File: config.mk
export PLATFORM = sky130hd
export DESIGN_NAME = mem_arbiter_flat
export DESIGN_NICKNAME = d
export VERILOG_FILES = /design/src/rtl/mem_arbiter_pkg.sv /design/src/rtl/mem_arbiter_if.sv /design/src/rtl/mem_arbiter_watchdog.sv /design/src/rtl/mem_arbiter.sv /design/src/flat_wrapper.sv
export SDC_FILE = /design/constraint.sdc
export NUM_CORES = 1
export LEC_CHECK = 0
export CORE_AREA = 2 2 106 108
export DETAILED_ROUTE_END_ITERATION = 10
export DIE_AREA = 0 0 108 110
export DONT_BUFFER_PORTS = 1
export GPL_ROUTABILITY_DRIVEN = 0
export PLACE_DENSITY = 0.63
export RECOVER_POWER = 100
export SYNTH_ARGS = -nofsm -noshare
export SYNTH_HDL_FRONTEND = slang
export SYNTH_SLANG_ARGS = --single-unit
File: constraint.sdc
create_clock -name clk -period 2.8 [get_ports clk]
set_input_delay 0.28 -clock clk [delete_from_list [all_inputs] [get_ports clk]]
set_output_delay 0.28 -clock clk [all_outputs]
set_load 0.005 [all_outputs]
File: src/rtl/mem_arbiter_pkg.sv
// Shared types for the fetch/data memory-port arbiter: bus request/response
// records, arbitration state and grant encodings, request builders.
package mem_arbiter_pkg;

    typedef enum logic {IDLE, BUSY} arb_state_e;

    typedef enum logic {GNT_DATA, GNT_INSTR} grant_e;

    typedef struct packed {
        logic        valid;
        logic        instr;
        logic [31:0] addr;
        logic [31:0] wdata;
        logic [3:0]  wstrb;
    } mem_req_type;

    typedef struct packed {
        logic [31:0] rdata;
        logic        ready;
        logic        err;
    } mem_rsp_type;

    function automatic mem_req_type fetch_req(input logic [31:0] addr);
        mem_req_type r;
        r       = '0;
        r.valid = 1'b1;
        r.instr = 1'b1;
        r.addr  = addr;
        return r;
    endfunction

    function automatic mem_req_type data_req(input logic [31:0] addr,
                                             input logic [31:0] wdata,
                                             input logic [3:0]  wstrb);
        mem_req_type r;
        r       = '0;
        r.valid = 1'b1;
        r.addr  = addr;
        r.wdata = wdata;
        r.wstrb = wstrb;
        return r;
    endfunction

endpackage

File: src/rtl/mem_arbiter_if.sv
// Signal bundle between the cpu requesters, the arbiter and the external memory.
// slave = arbiter view, master = cpu/memory environment view.
interface mem_arbiter_if;
    logic        imem_valid;
    logic [31:0] imem_addr;
    logic [31:0] imem_rdata;
    logic        imem_ready;
    logic        imem_err;
    logic        dmem_valid;
    logic [31:0] dmem_addr;
    logic [31:0] dmem_wdata;
    logic [3:0]  dmem_wstrb;
    logic [31:0] dmem_rdata;
    logic        dmem_ready;
    logic        dmem_err;
    logic        memory_valid;
    logic        memory_instr;
    logic [31:0] memory_addr;
    logic [31:0] memory_wdata;
    logic [3:0]  memory_wstrb;
    logic [31:0] memory_rdata;
    logic        memory_ready;

    modport slave (
        input  imem_valid, imem_addr, dmem_valid, dmem_addr, dmem_wdata, dmem_wstrb,
               memory_rdata, memory_ready,
        output imem_rdata, imem_ready, imem_err, dmem_rdata, dmem_ready, dmem_err,
               memory_valid, memory_instr, memory_addr, memory_wdata, memory_wstrb
    );

    modport master (
        output imem_valid, imem_addr, dmem_valid, dmem_addr, dmem_wdata, dmem_wstrb,
               memory_rdata, memory_ready,
        input  imem_rdata, imem_ready, imem_err, dmem_rdata, dmem_ready, dmem_err,
               memory_valid, memory_instr, memory_addr, memory_wdata, memory_wstrb
    );
endinterface

File: src/rtl/mem_arbiter_watchdog.sv
// Bus watchdog: counts cycles while enabled, flags expiry on the TIMEOUT-th
// enabled cycle unless the bus completes in that same cycle. TIMEOUT=0 disables.
module mem_arb_watchdog #(
    parameter int unsigned TIMEOUT = 256
) (
    input  logic clk,
    input  logic rst,
    input  logic enable,
    input  logic ready,
    output logic expire
);

    localparam int unsigned CW   = (TIMEOUT < 2) ? 1 : $clog2(TIMEOUT);
    localparam int unsigned LAST = (TIMEOUT == 0) ? 0 : TIMEOUT - 1;

    logic [CW-1:0] cnt_q, cnt_d;

    always_comb begin
        cnt_d  = enable ? cnt_q + 1'b1 : '0;
        expire = (TIMEOUT != 0) && enable && !ready && (cnt_q == CW'(LAST));
    end

    always_ff @(posedge clk or posedge rst) begin
        if (rst) cnt_q <= '0;
        else     cnt_q <= cnt_d;
    end

endmodule

File: src/rtl/mem_arbiter.sv
// Arbitrates the single cpu memory port between instruction fetch and load/store:
// data has priority, fetch is guaranteed a grant after STARVE_LIMIT straight losses.
module mem_arbiter
    import mem_arbiter_pkg::*;
#(
    parameter int unsigned STARVE_LIMIT = 4,
    parameter int unsigned TIMEOUT      = 256
) (
    input  logic          clk,
    input  logic          rst,
    mem_arbiter_if.slave  bus
);

    arb_state_e  state_q, state_d;
    grant_e      grant_q, grant_d;
    logic [3:0]  starve_q, starve_d;
    mem_req_type req_q, req_d;
    mem_rsp_type rsp;
    logic        fetch_win;
    logic        expire;

    mem_arb_watchdog #(.TIMEOUT(TIMEOUT)) u_watchdog (
        .clk    (clk),
        .rst    (rst),
        .enable (state_q == BUSY),
        .ready  (bus.memory_ready),
        .expire (expire)
    );

    always_comb begin
        state_d   = state_q;
        grant_d   = grant_q;
        starve_d  = starve_q;
        req_d     = req_q;
        rsp       = '0;
        fetch_win = 1'b0;
        case (state_q)
            IDLE: begin
                if (bus.imem_valid || bus.dmem_valid) begin
                    fetch_win = bus.imem_valid &&
                                (!bus.dmem_valid || starve_q == 4'(STARVE_LIMIT));
                    state_d   = BUSY;
                    if (fetch_win) begin
                        grant_d  = GNT_INSTR;
                        starve_d = '0;
                        req_d    = fetch_req(bus.imem_addr);
                    end else begin
                        grant_d  = GNT_DATA;
                        req_d    = data_req(bus.dmem_addr, bus.dmem_wdata, bus.dmem_wstrb);
                        // Count only real losses: fetch was waiting while data won.
                        if (bus.imem_valid && starve_q != 4'hF)
                            starve_d = starve_q + 4'd1;
                    end
                end
            end
            BUSY: begin
                // A real completion beats a simultaneous watchdog expiry.
                if (bus.memory_ready) begin
                    rsp.ready   = 1'b1;
                    rsp.rdata   = bus.memory_rdata;
                    state_d     = IDLE;
                    req_d.valid = 1'b0;
                end else if (expire) begin
                    rsp.ready   = 1'b1;
                    rsp.err     = 1'b1;
                    state_d     = IDLE;
                    req_d.valid = 1'b0;
                end
            end
            default: state_d = IDLE;
        endcase
    end

    always_ff @(posedge clk or posedge rst) begin
        if (rst) begin
            state_q  <= IDLE;
            grant_q  <= GNT_DATA;
            starve_q <= '0;
            req_q    <= '0;
        end else begin
            state_q  <= state_d;
            grant_q  <= grant_d;
            starve_q <= starve_d;
            req_q    <= req_d;
        end
    end

    assign bus.memory_valid = req_q.valid;
    assign bus.memory_instr = req_q.instr;
    assign bus.memory_addr  = req_q.addr;
    assign bus.memory_wdata = req_q.wdata;
    assign bus.memory_wstrb = req_q.wstrb;

    assign bus.imem_ready = rsp.ready && (grant_q == GNT_INSTR);
    assign bus.imem_err   = rsp.err   && (grant_q == GNT_INSTR);
    assign bus.imem_rdata = (grant_q == GNT_INSTR) ? rsp.rdata : '0;
    assign bus.dmem_ready = rsp.ready && (grant_q == GNT_DATA);
    assign bus.dmem_err   = rsp.err   && (grant_q == GNT_DATA);
    assign bus.dmem_rdata = (grant_q == GNT_DATA) ? rsp.rdata : '0;

endmodule

File: src/flat_wrapper.sv
// flat-port wrapper written by rule: the top's interface ports become plain ports
module mem_arbiter_flat import mem_arbiter_pkg::*;
#(
    parameter int unsigned STARVE_LIMIT = 4,
    parameter int unsigned TIMEOUT      = 256
)
  (clk, rst, bus_imem_valid, bus_imem_addr, bus_dmem_valid, bus_dmem_addr, bus_dmem_wdata, bus_dmem_wstrb, bus_memory_rdata, bus_memory_ready, bus_imem_rdata, bus_imem_ready, bus_imem_err, bus_dmem_rdata, bus_dmem_ready, bus_dmem_err, bus_memory_valid, bus_memory_instr, bus_memory_addr, bus_memory_wdata, bus_memory_wstrb);
  mem_arbiter_if bus_i ();
  input  logic clk;
  input  logic rst;
  input wire logic [$bits(bus_i.imem_valid)-1:0] bus_imem_valid;
  input wire logic [$bits(bus_i.imem_addr)-1:0] bus_imem_addr;
  input wire logic [$bits(bus_i.dmem_valid)-1:0] bus_dmem_valid;
  input wire logic [$bits(bus_i.dmem_addr)-1:0] bus_dmem_addr;
  input wire logic [$bits(bus_i.dmem_wdata)-1:0] bus_dmem_wdata;
  input wire logic [$bits(bus_i.dmem_wstrb)-1:0] bus_dmem_wstrb;
  input wire logic [$bits(bus_i.memory_rdata)-1:0] bus_memory_rdata;
  input wire logic [$bits(bus_i.memory_ready)-1:0] bus_memory_ready;
  output wire logic [$bits(bus_i.imem_rdata)-1:0] bus_imem_rdata;
  output wire logic [$bits(bus_i.imem_ready)-1:0] bus_imem_ready;
  output wire logic [$bits(bus_i.imem_err)-1:0] bus_imem_err;
  output wire logic [$bits(bus_i.dmem_rdata)-1:0] bus_dmem_rdata;
  output wire logic [$bits(bus_i.dmem_ready)-1:0] bus_dmem_ready;
  output wire logic [$bits(bus_i.dmem_err)-1:0] bus_dmem_err;
  output wire logic [$bits(bus_i.memory_valid)-1:0] bus_memory_valid;
  output wire logic [$bits(bus_i.memory_instr)-1:0] bus_memory_instr;
  output wire logic [$bits(bus_i.memory_addr)-1:0] bus_memory_addr;
  output wire logic [$bits(bus_i.memory_wdata)-1:0] bus_memory_wdata;
  output wire logic [$bits(bus_i.memory_wstrb)-1:0] bus_memory_wstrb;
  assign bus_i.imem_valid = bus_imem_valid;
  assign bus_i.imem_addr = bus_imem_addr;
  assign bus_i.dmem_valid = bus_dmem_valid;
  assign bus_i.dmem_addr = bus_dmem_addr;
  assign bus_i.dmem_wdata = bus_dmem_wdata;
  assign bus_i.dmem_wstrb = bus_dmem_wstrb;
  assign bus_i.memory_rdata = bus_memory_rdata;
  assign bus_i.memory_ready = bus_memory_ready;
  assign bus_imem_rdata = bus_i.imem_rdata;
  assign bus_imem_ready = bus_i.imem_ready;
  assign bus_imem_err = bus_i.imem_err;
  assign bus_dmem_rdata = bus_i.dmem_rdata;
  assign bus_dmem_ready = bus_i.dmem_ready;
  assign bus_dmem_err = bus_i.dmem_err;
  assign bus_memory_valid = bus_i.memory_valid;
  assign bus_memory_instr = bus_i.memory_instr;
  assign bus_memory_addr = bus_i.memory_addr;
  assign bus_memory_wdata = bus_i.memory_wdata;
  assign bus_memory_wstrb = bus_i.memory_wstrb;
  mem_arbiter #(.STARVE_LIMIT(STARVE_LIMIT), .TIMEOUT(TIMEOUT)) u_core (.clk(clk), .rst(rst), .bus(bus_i));
endmodule
# Word-level counts from Yosys, hierarchy flattened
# Cells that the tools add are included.
[totals]
word_cells = 54
mem_count = 0
input_bits = 137
rom_bits = 0
latch_bits = 0
output_inout_bits = 138
ff_bits = 84
mem_bits_rw = 0
[classes]
reduce_logical = 16
mul = 0
n_addsub = 2
order_cmp = 0
bitwise = 2
mux = 20
n_shift = 0
div = 0
n_eq_ne = 5
[op_table]
columns = ["operator", "count"]
rows = [
  ["2-to-1 mux 32 bit", 3],
  ["2-to-1 mux 70 bit", 1],
  ["2-to-1 mux 69 bit", 1],
  ["2-to-1 mux 34 bit", 1],
  ["adder 8 x 1 -> 8 bit (second input constant)", 1],
  ["== test 8 bit (second input constant)", 1],
  ["logical AND 1 bit", 8],
  ["2-to-1 mux 1 bit", 8],
  ["2-to-1 mux 4 bit", 2],
  ["2-to-1 mux 8 bit", 1],
  ["adder 4 x 1 -> 4 bit (second input constant)", 1],
  ["== test 4 x 3 -> 1 bit (second input constant)", 1],
  ["inequality test 4 bit (second input constant)", 1],
  ["one-hot mux 1 bit (2 select lines)", 2],
  ["AND reduction 2 bit", 2],
  ["inequality test 3 bit (second input constant)", 1],
  ["AND reduction 3 bit", 1],
  ["zero test 1 bit", 2],
  ["logical OR 1 bit", 2],
  ["2-to-1 mux 2 bit", 1],
  ["inequality test 2 x 1 -> 1 bit (second input constant)", 1],
  ["inverter 1 bit", 2],
  ["nonzero test 2 bit", 1],
]

# Depth between registers and ports, before layout
# Gate-level depths: netlist (run 1).
[logic_depth]
ltp_word = 7
ltp_mapped = 7
ltp_nobuf = 5

# By module
# A second synthesis (run 1) with hierarchy kept.
[hier_totals]
hier_cells = 493
area_unflattened_um2 = 4398.0
[by_module_without_submodules]
columns = ["module", "instances", "area_per_inst_um2", "cells_per_inst", "seq_area_each_um2"]
rows = [
  ["mem_arbiter", 1, 4018.9, 458, 1876.8],
  ["mem_arb_watchdog", 1, 379.1, 35, 200.2],
]

# Worst setup path before layout (run 1)
# Ideal clock, no wire load.
[synth_timing]
path_type = "flip-flop to output port"
startpoint = "register u_core.u_watchdog.cnt_q[0]"
endpoint = "output port bus_dmem_ready"
arrival_ps = 1216
slack_ps = 1304
path_buffers = 0
required_ps = 2520
stages_incl_launch_ff = 5
path_cell_list = "dfrtp_1 -> ha_1 -> nand2_1 -> or3_1 -> a21oi_1"
[synth_via]
elab_chain_len = 6
[synth_rtl]
columns = ["item", "line", "text"]
rows = [
  ["from (decl)", "mem_arbiter_watchdog.sv:16", "logic [CW-1:0] cnt_q, cnt_d;"],
  ["from (signal assigned)", "mem_arbiter_watchdog.sv:25", "else cnt_q <= cnt_d;"],
  ["== test 8 bit", "mem_arbiter_watchdog.sv:20", "expire = (TIMEOUT != 0) && enable && !ready && (cnt_q == CW'(LAST));"],
  ["logical AND 1 bit", "mem_arbiter_watchdog.sv:20", ""],
  ["2-to-1 mux 2 bit", "mem_arbiter.sv:63", "end else if (expire) begin"],
  ["2-to-1 mux 1 bit", "mem_arbiter.sv:58", "if (bus.memory_ready) begin"],
  ["2-to-1 mux 34 bit", "mem_arbiter.sv:37", "case (state_q)"],
  ["logical AND 1 bit", "mem_arbiter.sv:97", "assign bus.dmem_ready = rsp.ready && (grant_q == GNT_DATA);"],
  ["to (decl)", "flat_wrapper.sv:23", "output wire logic [$bits(bus_i.dmem_ready)-1:0] bus_dmem_ready;"],
]
# Every way passes these cells.

# Worst setup path in the final report (run 1)
[layout_timing]
startpoint = "register u_core.state_q"
endpoint = "output port bus_imem_rdata[7]"
[layout_via]
elab_chain_len = 2
[layout_rtl]
columns = ["item", "line", "text"]
rows = [
  ["from (decl)", "mem_arbiter.sv:14", "arb_state_e state_q, state_d;"],
  ["from (signal assigned)", "mem_arbiter.sv:81", "state_q <= state_d;"],
  ["2-to-1 mux 34 bit", "mem_arbiter.sv:37", ""],
  ["2-to-1 mux 32 bit", "mem_arbiter.sv:96", "assign bus.imem_rdata = (grant_q == GNT_INSTR) ? rsp.rdata : '0;"],
  ["to (decl)", "flat_wrapper.sv:19", "output wire logic [$bits(bus_i.imem_rdata)-1:0] bus_imem_rdata;"],
]
# Every way passes these cells.

==> results of run 1 <==
worst max-delay path: cells and delay by family, from the launching register on:
kind / cells / cell delay, ns
flip-flops: 1 / 0.51
AND/OR/NAND/NOR: 3 / 0.64
buffers and inverters: 1 / 0.71
metal layers:
| metal | global-route usage (%) | routed length, um | vias up |
|---|---|---|---|
| met5 | 0 | 0 | - |
| met4 | 11.4 | 367 | 0 |
| met3 | 6.00 | 1020 | 21 |
| met2 | 37.4 | 7050 | 181 |
| met1 | 23.2 | 4610 | 1730 |
| li1 | - | - | 1642 |
where the power goes:
part	switching, mW	internal, mW	total (mW)	leakage (nW)
Clock	0.465	0.446	0.910	0.101
Combinational	0.777	0.402	1.18	0.690
Sequential	0.460	1.68	2.14	1.06
Total	1.70	2.53	4.23	1.85
registers in the layout, indices dropped and copies added (netlist names):
signal                   cells
u_core.state_q               1
u_core.bus.memory_valid      1
u_core.bus.memory_wdata     32
u_core.grant_q               1
u_core.bus.memory_addr      32
u_core.starve_q              4
u_core.u_watchdog.cnt_q      8
u_core.bus.memory_wstrb      4
metrics by stage:
stage / hold WS, ns / cells / setup WS (ns) / total power, mW
floorplan: 0.380 / 493 / 0.383 / 3.15
global placement: 0.312 / 602 / 0.593 / 3.44
detailed placement: 0.317 / 602 / 0.496 / 3.50
CTS: 0.0187 / 620 / 0.443 / 4.42
global route: 0.0247 / 628 / 0.145 / 4.55
finish: 0.0385 / 628 / 0.304 / 4.23
logic make-up (layout without fill, tap and decap cells):
group,Yosys count,after routing,synth area share [%]
AOI/OAI and AO/OA,90,90,16.1
xor gates and xnor gates,3,3,0.599
DFF,83,83,47.4
buffers and inverters,46,33,5.08
adders and majority gates,3,3,0.856
other,0,8,0
and+or+nand+nor,268,268,30.0
cell usage in the layout, fill, tap and decap left out, types with 2 or more instances in the layout:
| cell type | n |
|---|---|
| a21oi_1 | 5 |
| and2_0 | 48 |
| and2_1 | 17 |
| buf_4 | 3 |
| clkbuf_1 | 2 |
| clkbuf_2 | 2 |
| clkbuf_8 | 10 |
| clkinv_4 | 2 |
| clkinvlp_4 | 2 |
| dfrtp_1 | 83 |
| diode_2 | 8 |
| dlygate4sd3_1 | 2 |
| ha_1 | 3 |
| inv_1 | 6 |
| nand2_1 | 141 |
| nand2b_1 | 3 |
| nand3_1 | 6 |
| nand4_1 | 34 |
| nor2_1 | 8 |
| o211ai_1 | 32 |
| o21ai_0 | 44 |
| or3_1 | 5 |
| xor2_1 | 2 |
worst min path at each step:
stage               cells after the start  slack (ns)                           to
floorplan                               1        0.38               u_core.state_q
global placement                        1        0.31   u_core.bus.memory_wstrb[3]
detailed placement                      1        0.32   u_core.bus.memory_wstrb[1]
CTS                                     2        0.02  u_core.bus.memory_wdata[28]
global route                            2        0.02  u_core.bus.memory_wdata[28]
finish                                  2        0.04  u_core.bus.memory_wdata[28]
area by class of cell:
class                   count  area (um^2)
clock buffers              10          138
fillers                  1101         6180
clock inverters             6         73.8
multi-input cells         364         1940
repair buffers             10         67.6
diodes                      8         20.0
well taps                 140          175
inverters                   7         27.5
flip-flops and latches     83         2080
==> results.py, run 1 <==
metrics = {
    "outcome": {
        "status": "finished with violations",
        "violations": "max-capacitance violations, max-slew violations",
    },
    "timing": {
        "setup_viol": 0,
        "hold_viol_final": 0,
        "fin_crit_ns": 2.50,
        "slew_headroom_pct": -24.5,
        "rsz0062_at_grt": "no",
        "period_share_pct": 89.1,
        "drv_slew": 82,
        "tns_ns": 0,
        "worst_slew_pin_slew_ns": 1.86,
        "clock_skew_ns": 0.00915,
        "max_freq_mhz": 401,
    },
    "power": {
        "ir_worst_vdd_mv": 0.361,
        "p_leak_nw": 1.85,
        "p_per_area_nw_per_um2": 935,
    },
    "setup_path": {
        "required_ns": 2.52,
        "path_max_fanout": 32,
        "slowest_delay_ns": 0.71,
        "worstPathCellList": "nand2_1, nor2_1, clkbuf_1, and2_1",
        "worst-endpoint-arrival_ns": 2.22,
        "startpoint_type": "flop",
        "critPathKind": "reg -> out",
        "cp-end-kind": "output pin",
        "crit_path_end": "bus_imem_rdata[7]",
        "r2r_setup_slack_ns": 0.46,
        "critPathLaunch": "u_core.state_q",
        "crit_path_top_delay_cell": "clkbuf_1",
        "worstReg2RegStart": "u_core.state_q",
        "r2r-end": "u_core.bus.memory_addr[10]",
        "reg2regPathDepth": 4,
    },
    "logic_synthesis": {
        "dominantRegCellSynth": "dfrtp_1",
        "async_flop_share_pct": 100,
        "yosys_warnings": 0,
        "synthTopCellsByArea": "dfrtp_1, nand2_1, and2_1, o211ai_2, o21ai_0",
        "yosysTopAreaCell": "dfrtp_1",
        "seq_area_frac_synth_pct": 47.4,
        "synth-seq-cells": 83,
        "yosysMostFrequentCell": "nand2_1",
        "synth_top_area_share_pct": 47.4,
        "netlist_top_cells_count": "nand2_1, dfrtp_1, and2_1",
        "avgSynthCellArea_um2": 8.90,
        "synth_cell_types": 36,
        "syn_area_um2": 4390,
        "netlist_instances": 493,
        "synth_edf_count": 0,
        "syn_nets": 633,
    },
    "floorplanning": {
        "pin_count": 275,
        "dieHeight_um": 110,
        "die_x_um": 108,
        "rows": 38,
        "core_um2": 10700,
        "initial_core_util_pct": 41.0,
        "dieArea_um2": 11900,
    },
    "grt": {
        "grt_pass1_vias": 3334,
        "grtUsageTotal_pct": 21.2,
        "grt_pass1_wl_um": 18800,
        "antenna_found_initial": 3,
        "grt_max_degree": 71,
        "grt.overflow.total": 0,
    },
    "job": {
        "maxCapViolations": 2,
    },
    "detailed_routing": {
        "via_per_inst": 5.69,
        "vias": 3574,
        "routedWlPerCell_um": 20.8,
        "drc_errors": 0,
        "drt_wl_total_um": 13100,
        "dr.pass1.iters": 4,
        "first_iter_violations": 175,
        "ant_nets": 0,
    },
    "clock_tree": {
        "clockRootBuffer": "clkbuf_8",
        "htree_num_levels": 3,
        "ctsHoldBuffers": 2,
        "clkSlewWorstSetupHoldPaths_ns": 0.09,
        "clock_sinks": 83,
        "postCtsSetupBuffers": 0,
        "clock_latency_ns": 0.35,
        "cts-resized-gates": 0,
        "numCtsBuffers": 9,
        "cts_tree": "done",
        "clockBufferDepth": 2,
    },
    "placement": {
        "hpwl_um": 9900,
        "numPortBuffers": 0,
        "placed_cell_area_um2": 4450,
    },
    "min_path": {
        "min-delay-start": "bus_dmem_wdata[28]",
        "hp-class": "in -> reg",
    },
    "finish": {
        "design_area_um2": 4520,
        "utilization_pct": 42.3,
        "synthToLayoutAreaGrowth_pct": 3.08,
        "nets": 615,
        "drive_above_1_share_pct": 5.63,
    },
}
No activity file was read; power rests on OpenSTA's default activity.
==> run 2: changes to the inputs <==
--- a/config.mk
+++ b/config.mk
@@ -10,6 +10,7 @@
 export DIE_AREA = 0 0 108 110
 export DONT_BUFFER_PORTS = 1
 export GPL_ROUTABILITY_DRIVEN = 0
+export HOLD_SLACK_MARGIN = 0.15
 export PLACE_DENSITY = 0.63
 export RECOVER_POWER = 100
 export SYNTH_ARGS = -nofsm -noshare
==> run 2 against run 1 <==
  * The run still ends with max-capacitance violations, max-slew violations left
  * Critical path type is now reg -> reg
  * Clock skew is 0.00067 ns higher
  * Sequential share of layout area is 8.7 points lower
  * Global-route usage is 2.7 points higher
  * Routed wire length is 15% higher
  * Critical endpoint is now u_core.bus.memory_addr[11]
  * Sequential power hardly changed
  * Largest power group unchanged
  * Combinational power is 40% higher
  * Flip-flop and latch count stayed put
  * Clock power is 1% higher
  * Cell count is 16% higher
  * Clock-buffer cell count stayed put
==> results.py, run 2 (synthesized netlist as in run 1, its figures left out) <==
metrics = {
    "timing": {
        "fin_crit_ns": 2.60,
        "hold_viol_final": 0,
        "drv_slew": 43,
        "hold_ws_ns": 0.196,
        "setup_viol": 0,
        "worst_slew_pin_slew_ns": 1.87,
        "rsz0062_at_grt": "no",
        "max_freq_mhz": 384,
        "period_share_pct": 93.0,
        "clock_skew_ns": 0.00981,
        "tns_ns": 0,
        "slew_headroom_pct": -25.4,
    },
    "setup_path": {
        "critPathKind": "reg -> reg",
        "worst-endpoint-arrival_ns": 2.90,
        "cp-end-kind": "flop",
        "crit_path_top_delay_cell": "dlygate4sd3_1",
        "startpoint_type": "flop",
        "worstPathCellList": "inv_1, ha_1, nand4b_4, and2_4, buf_4, o211ai_1, dlygate4sd3_1",
        "slowest_delay_ns": 0.59,
        "required_ns": 3.10,
        "path_max_fanout": 21,
        "crit_buf_inv": 3,
        "cp_top_family": "buffers and inverters",
    },
    "clock_tree": {
        "htree_num_levels": 3,
        "clockRootBuffer": "clkbuf_8",
        "numCtsBuffers": 9,
        "clkSlewWorstSetupHoldPaths_ns": 0.09,
        "clockBufferDepth": 2,
        "cts_tree": "done",
        "postCtsSetupBuffers": 0,
        "clock_sinks": 83,
        "clock_latency_ns": 0.36,
    },
    "outcome": {
        "status": "finished with violations",
        "violations": "max-capacitance violations, max-slew violations",
    },
    "detailed_routing": {
        "ant_nets": 0,
        "via_per_inst": 5.59,
        "first_iter_violations": 257,
        "vias": 4086,
        "routedWlPerCell_um": 20.6,
        "drc_errors": 0,
        "drt_wl_total_um": 15000,
        "dr.pass1.iters": 4,
    },
    "placement": {
        "placed_cell_area_um2": 4450,
        "hpwl_um": 9900,
        "placed_cells": 602,
        "numPortBuffers": 0,
    },
    "grt": {
        "grt.overflow.total": 0,
        "grtUsageTotal_pct": 23.9,
        "antenna_found_initial": 3,
        "grt_pass1_wl_um": 21300,
        "grt_pass1_vias": 3931,
        "grt_max_degree": 71,
    },
    "power": {
        "p_per_area_nw_per_um2": 846,
        "ir_worst_vdd_mv": 0.419,
        "power_mw": 4.72,
        "p_leak_nw": 2.31,
    },
    "floorplanning": {
        "initial_core_util_pct": 41.0,
        "die_x_um": 108,
        "rows": 38,
        "dieHeight_um": 110,
        "core_um2": 10700,
        "dieArea_um2": 11900,
        "pin_count": 275,
    },
    "finish": {
        "fillers": 1015,
        "layout_commonest_cell": "nand2_1",
        "final_cells": 731,
        "design_area_um2": 5580,
        "nets": 718,
        "final_cell_mix": "nand2_1, dlygate4sd3_1, dfrtp_1",
        "synthToLayoutAreaGrowth_pct": 27.2,
        "drive_above_1_share_pct": 5.32,
    },
    "min_path": {
        "hp-class": "in -> reg",
    },
    "job": {
        "maxCapViolations": 1,
    },
}
[run 2: final timing paths]
kind | start | to | slack [ns] | depth (start not counted)
max in group asynchronous | rst | u_core.bus.memory_wdata[11] | 0.55 | 3
hold reg to reg | u_core.u_watchdog.cnt_q[0] | u_core.u_watchdog.cnt_q[0] | 0.48 | 1
min in group asynchronous | rst | u_core.bus.memory_wstrb[1] | 0.84 | 2
hold / removal | bus_memory_ready | u_core.bus.memory_valid | 0.20 | 2
setup / recovery | u_core.starve_q[0] | u_core.bus.memory_addr[11] | 0.20 | 7
setup reg to reg | u_core.starve_q[0] | u_core.bus.memory_addr[11] | 0.20 | 7
[run 2: final cells by class]
cell class	count	area, um^2	share of cell area (%)
flip-flops and latches	83	2080	37.2
well taps	140	175	3.14
clock inverters	6	73.8	1.32
inverters	7	27.5	0.493
repair buffers	112	1090	19.6
diodes	8	20.0	0.359
multi-input cells	365	1980	35.4
clock buffers	10	138	2.47
[run 2: power breakdown]
| group | internal, mW | switching, mW |
|---|---|---|
| combinational | 0.729 | 0.917 |
| sequential | 1.68 | 0.477 |
| clock | 0.446 | 0.474 |
[run 2: stage by stage]
step	utilization, %	setup WS (ns)
6_report	52.2	0.196
5_1_grt	52.2	0.0923
4_1_cts	53.3	0.0185
3_5_place_dp	41.6	0.496
3_3_place_gp	41.6	0.593
2_1_floorplan	-	0.383
[run 2: per-layer routing]
layer	GRT usage [%]	wire, um	vias up
met2	44.0	8060	215
met5	0	0	-
met4	12.7	548	0
met1	25.7	5400	1995
met3	5.35	1040	29
li1	-	-	1847
[run 2: worst register-to-register path: cells and delay by family, from the launching register on]
kind,cells,cell delay (ns)
buffers and inverters,3,0.91
and+or+nand+nor,2,0.67
AOI/OAI and AO/OA,1,0.22
DFF,1,0.43
adders and majority gates,1,0.31
[run 2: what timing repair did]
action / CTS / global route
hold buffers: 104 / 0
setup endpoints to repair: 0 / 17
hold endpoints to repair: 112 / 0
gates resized for setup: 0 / 1
